===== src/rtl/regfile_mp.sv =====
// regfile_mp: parametrised multi-port register file.
//   DATA_W-bit entries, 2**ADDR_W deep, NUM_RD combinational read ports,
//   NUM_WR write ports with higher-index priority, optional same-cycle
//   write-to-read bypass, optional hardwired zero register, async clear.
// Ports:
//   clk          rising-edge write clock
//   rst_n        asynchronous active-low clear of all entries
//   rd_addr      packed read addresses, port i at [i*ADDR_W +: ADDR_W]
//   rd_data      packed read data, port i at [i*DATA_W +: DATA_W]
//   wr_en        per-port write enables
//   wr_addr      packed write addresses
//   wr_data      packed write data
//   wr_conflict  two enabled write ports hit the same writable address
module regfile_mp #(
   parameter int unsigned DATA_W   = 32,
   parameter int unsigned ADDR_W   = 5,
   parameter int unsigned NUM_RD   = 2,
   parameter int unsigned NUM_WR   = 1,
   parameter int unsigned BYPASS   = 1,
   parameter int unsigned ZERO_REG = 1
) (
   input  logic                       clk,
   input  logic                       rst_n,
   input  logic [NUM_RD*ADDR_W-1:0]   rd_addr,
   output logic [NUM_RD*DATA_W-1:0]   rd_data,
   input  logic [NUM_WR-1:0]          wr_en,
   input  logic [NUM_WR*ADDR_W-1:0]   wr_addr,
   input  logic [NUM_WR*DATA_W-1:0]   wr_data,
   output logic                       wr_conflict
);

   localparam int unsigned DEPTH = 1 << ADDR_W;

   logic [DATA_W-1:0] mem_q [DEPTH];
   logic [DATA_W-1:0] mem_d [DEPTH];

   logic [ADDR_W-1:0] ra;
   logic [DATA_W-1:0] rv;

   function automatic logic writable(input logic [ADDR_W-1:0] a);
      return !((ZERO_REG != 0) && (a == '0));
   endfunction

   // Ports are applied in ascending order so the higher index wins.
   always_comb begin
      for (int unsigned k = 0; k < DEPTH; k++) begin
         mem_d[k] = mem_q[k];
      end
      for (int unsigned j = 0; j < NUM_WR; j++) begin
         if (wr_en[j] && writable(wr_addr[j*ADDR_W +: ADDR_W])) begin
            mem_d[wr_addr[j*ADDR_W +: ADDR_W]] = wr_data[j*DATA_W +: DATA_W];
         end
      end
   end

   always_ff @(posedge clk or negedge rst_n) begin
      if (!rst_n) begin
         for (int unsigned k = 0; k < DEPTH; k++) begin
            mem_q[k] <= '0;
         end
      end else begin
         for (int unsigned k = 0; k < DEPTH; k++) begin
            mem_q[k] <= mem_d[k];
         end
      end
   end

   // Reads: storage, then bypass (last matching port wins), then zero/reset gating.
   always_comb begin
      rd_data = '0;
      ra      = '0;
      rv      = '0;
      for (int unsigned i = 0; i < NUM_RD; i++) begin
         ra = rd_addr[i*ADDR_W +: ADDR_W];
         rv = mem_q[ra];
         if (BYPASS != 0) begin
            for (int unsigned j = 0; j < NUM_WR; j++) begin
               if (wr_en[j] && (wr_addr[j*ADDR_W +: ADDR_W] == ra)) begin
                  rv = wr_data[j*DATA_W +: DATA_W];
               end
            end
         end
         if (!writable(ra) || !rst_n) begin
            rv = '0;
         end
         rd_data[i*DATA_W +: DATA_W] = rv;
      end
   end

   generate
      if (NUM_WR == 2) begin : g_conf
         assign wr_conflict = rst_n && wr_en[0] && wr_en[1]
                              && (wr_addr[0 +: ADDR_W] == wr_addr[ADDR_W +: ADDR_W])
                              && writable(wr_addr[0 +: ADDR_W]);
      end else begin : g_noconf
         assign wr_conflict = 1'b0;
      end
   endgenerate

endmodule

===== config.mk =====
export PLATFORM = sky130hd
export DESIGN_NAME = regfile_mp
export DESIGN_NICKNAME = d
export VERILOG_FILES = /design/src/rtl/regfile_mp.sv
export SDC_FILE = /design/constraint.sdc
export NUM_CORES = 2
export LEC_CHECK = 0
export BUFFER_PORTS_ARGS = -buffer_cell sky130_fd_sc_hd__buf_2
export CAP_MARGIN = 20
export CELL_PAD_IN_SITES_DETAIL_PLACEMENT = 1
export CELL_PAD_IN_SITES_GLOBAL_PLACEMENT = 1
export CORE_MARGIN = 3
export CORE_UTILIZATION = 53
export DETAILED_ROUTE_END_ITERATION = 8
export PLACE_DENSITY = 0.87
export SYNTH_ARGS = -nofsm -noshare
export SYNTH_HDL_FRONTEND = slang
export SYNTH_SLANG_ARGS = --single-unit

===== constraint.sdc =====
create_clock -name clk -period 6.5 [get_ports clk]
set_clock_uncertainty 0.1 [all_clocks]
set_input_delay 1.3 -clock clk [delete_from_list [all_inputs] [get_ports clk]]
set_output_delay 1.3 -clock clk [all_outputs]
set_load 0.01 [all_outputs]

==> run summary <==
Sequential cells were found to cover 46.7% of the synthesized design area. The layout-stage area growth over the synthesis result came out at 9.76%. The achievable clock frequency came out at 174 MHz.

The via density per instance came out at 7.75. The final critical-path share of the clock period came out at 88.3%. The detailed router finished its first iteration with 5093 violations.

The flow ran to the end, and the final reports show no timing, DRC or antenna violations. After Yosys synthesis, full adders, half adders and majority gates account for 0% of the synthesized area. The number of resized instances in the post-cts repair step is 0. Leaving out fill and tap cells, the most frequent cells in the layout are dfrtp_1, mux2_2, mux4_2, mux2i_1, clkbuf_16. The H-tree was split into 3 levels. Setup repair after global routing left no endpoint under its margin. The register with the most flip-flops in the layout has 1024 of them. The worst setup path is captured at an output port. The post-synthesis mux area share is 40.9%.

The start of the worst register-to-register path is mem_q[382]. The HPWL after detailed placement came out at 115000 µm. The finished layout holds 5183 standard cells, fillers aside. The routed wire length per instance came out at 41.0 µm. The hold buffer count at cts is 0. The net switching component of the power is 5.78 mW. The initial core utilization is 53.6%. The largest registers in the layout are mem_q x1024.

STA classifies the critical path startpoint as an input pin. The number of port buffers is 113. The number of nets with antenna violations after detailed routing is 0.

The number of placed instances, taps included, is 4966. Leaving out fill and tap cells, the most frequent cell in the layout is dfrtp_1. The number of nets in the final layout came out at 3759. The slew at the pin with the worst max-slew slack is 1.28 ns.

The xor-xnor portion of the synthesized cell area came out at 0.160%. The count of final hold-check violations was 0. No sink is reached through more buffers than the 3 on the longest clock path. The worst IR drop on VDD came out at 0.000284 V. The first global-routing pass estimated 309000 µm of wire. The number of placement rows is 117. The number of top-level pins came out at 115. Entering global routing, the biggest net connects 164 pins. The die covers 107000 µm². Clock-pin slew was measured on the worst setup and hold paths at 0.06 ns.

The number of maximum-capacitance violations came out at 0. Once placement finished, the instance area stood at 56500 µm². The minimum setup slack among reg-to-reg paths is 5.47 ns.

Summing every instance area after synthesis gives 54800 µm². The finished cells cover 60200 µm². The TritonCTS sink count is 1024.

The worst hold path was traced through 0 stages. The latest clock arrival within the worst-skew pair came out at 0.71 ns. Measured in cells, the most critical reg-to-reg path has a length of 1. The number of antenna violations at the first check in global routing is 24.

The data arrival time of the critical path came out at 4.34 ns. The per-instance average area after synthesis is 14.3 µm². The overall fraction of global-route tracks in use is 39.4%.

Power spread over the standard cell area amounts to 318 nW/µm². The die width is 328 µm. After synthesis, the largest family of logic cells by area is multiplexers. The total area inside the core boundary comes to 102000 µm². The power share of the clock group is 33.8%. The area fraction in and, or, nand and nor cells after synthesis came out at 2.25%. The DRC violation count after routing is 0. The smallest clock period supported by the final layout is computed as 5.74 ns. The number of nets in the synthesized netlist came out at 3883. The floorplan step set the die height to 328 µm.

The remaining max-slew budget at the tightest pin came out at 14.1%. The total routed wirelength is 212000 µm. The routability congestion estimate is 0.851. The min-delay analysis places its worst path in the category flip-flop to flip-flop. The complex-gate fraction of the synthesized area came out at 6.20%.

The final count of pins violating max slew came out at 0. The largest fanout on the critical path is 44. The path with the worst hold slack has its endpoint at mem_q[1023].

The launch instance of the worst min-delay path is mem_q[1023]. The internal power of the cells came out at 13.4 mW. The register with the most flip-flops is mem_q.

The first detailed-routing pass ran for 6 iterations. The count of different cell masters after synthesis came out at 51. In this run the static leakage power is 26.1 nW. Setup violations remaining at the end of the flow were counted as 0. Global routing finished with a remaining overflow of 0. The endpoint required time on the critical path is 5.10 ns.

Detailed routing inserted a total of 40200 vias. The number of setup buffers added after CTS is 0. The relative contribution of sequential cells to total power is 45.5%. Yosys printed 0 warnings.

The proportion of power drawn by combinational gates came out at 20.8%. The switching share of power is 30.2%. The number of global-route vias before repair came to 43900.

The CTS tree is done. The number of storage elements in the synthesis netlist came out at 1024. The clock root buffer is clkbuf_16. The share of final-layout standard cells stronger than drive strength 1 came out at 47.6%. The summed negative setup slack over all endpoints came out at 0 ns. Cells fill 58.9% of the core in the end. In this run the critical register-to-register path is captured at mem_q[382]. The number of buffers created by CTS came out at 107. The count of mapped cells out of synthesis came out at 3833. The type of the worst setup path is input pin to output port.
## cells in the mapped netlist, drive strengths merged
master | instances | share of area, %
dfrtp | 1024 | 47
mux2 | 992 | 20
mux4 | 386 | 16
mux2i | 253 | 4.6
buf | 231 | 2.3
clkbuf | 218 | 1.5
nand2 | 115 | 0.79
a22oi | 97 | 1.3
a221oi | 63 | 1.0
nor2 | 57 | 0.39
nand3 | 36 | 0.33
o21ai | 33 | 0.31
a21oi | 32 | 0.29
a31oi | 32 | 0.37
a32o | 32 | 0.58
o221ai | 32 | 0.51
a211oi | 31 | 0.42
a221o | 31 | 0.57
o22ai | 31 | 0.35
nand2b | 30 | 0.34
o211ai | 30 | 0.41
xor2 | 6 | 0.096
nand3b | 5 | 0.068
nor2b | 5 | 0.062
nor3 | 4 | 0.037
nor3b | 4 | 0.055
xnor2 | 4 | 0.064
inv | 3 | 0.021
and2 | 2 | 0.023
and3 | 2 | 0.023
or3b | 2 | 0.032
a2111oi | 1 | 0.027
a311o | 1 | 0.021
and3b | 1 | 0.016
clkinv | 1 | 0.0068
conb | 1 | 0.0068
nand4 | 1 | 0.011
nor4 | 1 | 0.023
nor4bb | 1 | 0.018
or2 | 1 | 0.011
or4 | 1 | 0.014
## power by group through the flow
stage          sequential, mW  clock [mW]  combinational, mW
2_1_floorplan            8.25           0               2.80
3_3_place_gp             8.47           0               3.55
3_5_place_dp             8.66           0               3.76
4_1_cts                  8.65        6.48               3.91
5_1_grt                  8.81        6.74               4.16
6_report                 8.71        6.47               3.98
## critical path, stage by stage
cell and delay (ns):
buf_8 0.39, xor2_1 0.15, nor4_2 0.31, and3_1 0.36, nor2b_4 0.85, buf_4 0.34
a221o_1 0.35, buf_2 0.21
## worst max-delay path by stage
stage / startpoint / endpoint / slack [ns] / depth (start not counted)
2_1_floorplan: rd_addr[7] / rd_data[32] / 2.18 / 8
3_3_place_gp: rd_addr[5] / rd_data[46] / 1.10 / 8
3_5_place_dp: rd_addr[5] / rd_data[46] / 1.00 / 8
4_1_cts: rd_addr[5] / rd_data[62] / 0.96 / 8
5_1_grt: rd_addr[5] / rd_data[46] / 0.76 / 8
6_report: rd_addr[5] / rd_data[46] / 0.76 / 8
## kinds of logic (layout without fill, tap and decap cells)
family | Yosys count | in the layout
muxes | 1631 | 1631
xor gates and xnor gates | 10 | 10
AOI/OAI and AO/OA | 446 | 446
other | 1 | 21
DFF | 1024 | 1024
and+or+nand+nor | 268 | 268
buffers and inverters | 453 | 415
## metal layers
layer  vias up  share of wire [%]  global-route usage, %
met3      1169                 13                   13.6
met1     21000                 34                   48.4
met4        10                8.0                   27.3
met5         -              0.027                      0
li1      14600                  -                      -
met2      3340                 45                   58.8
## stage by stage
| stage | power (mW) | hold WS, ns | worst slack, ns |
|---|---|---|---|
| final | 19.2 | 0.300 | 0.763 |
| after global routing | 19.7 | 0.322 | 0.760 |
| after CTS | 19.0 | 0.302 | 0.959 |
| after detailed placement | 12.4 | 0.288 | 1.00 |
| after global placement | 12.0 | 0.277 | 1.10 |
| after floorplan | 11.0 | 0.341 | 2.18 |
## final cells by class
type                       count  area, µm²
fill                        9438      42000
multi-input combinational   2356      27400
timing repair buffer         216       1780
clock buffer                 152       3130
antenna                       20       50.0
sequential                  1024      25600
clock inverter                43        468
inverter                       4       16.3
tap                         1368       1710
Note: power is estimated with default switching activity, not from simulation.
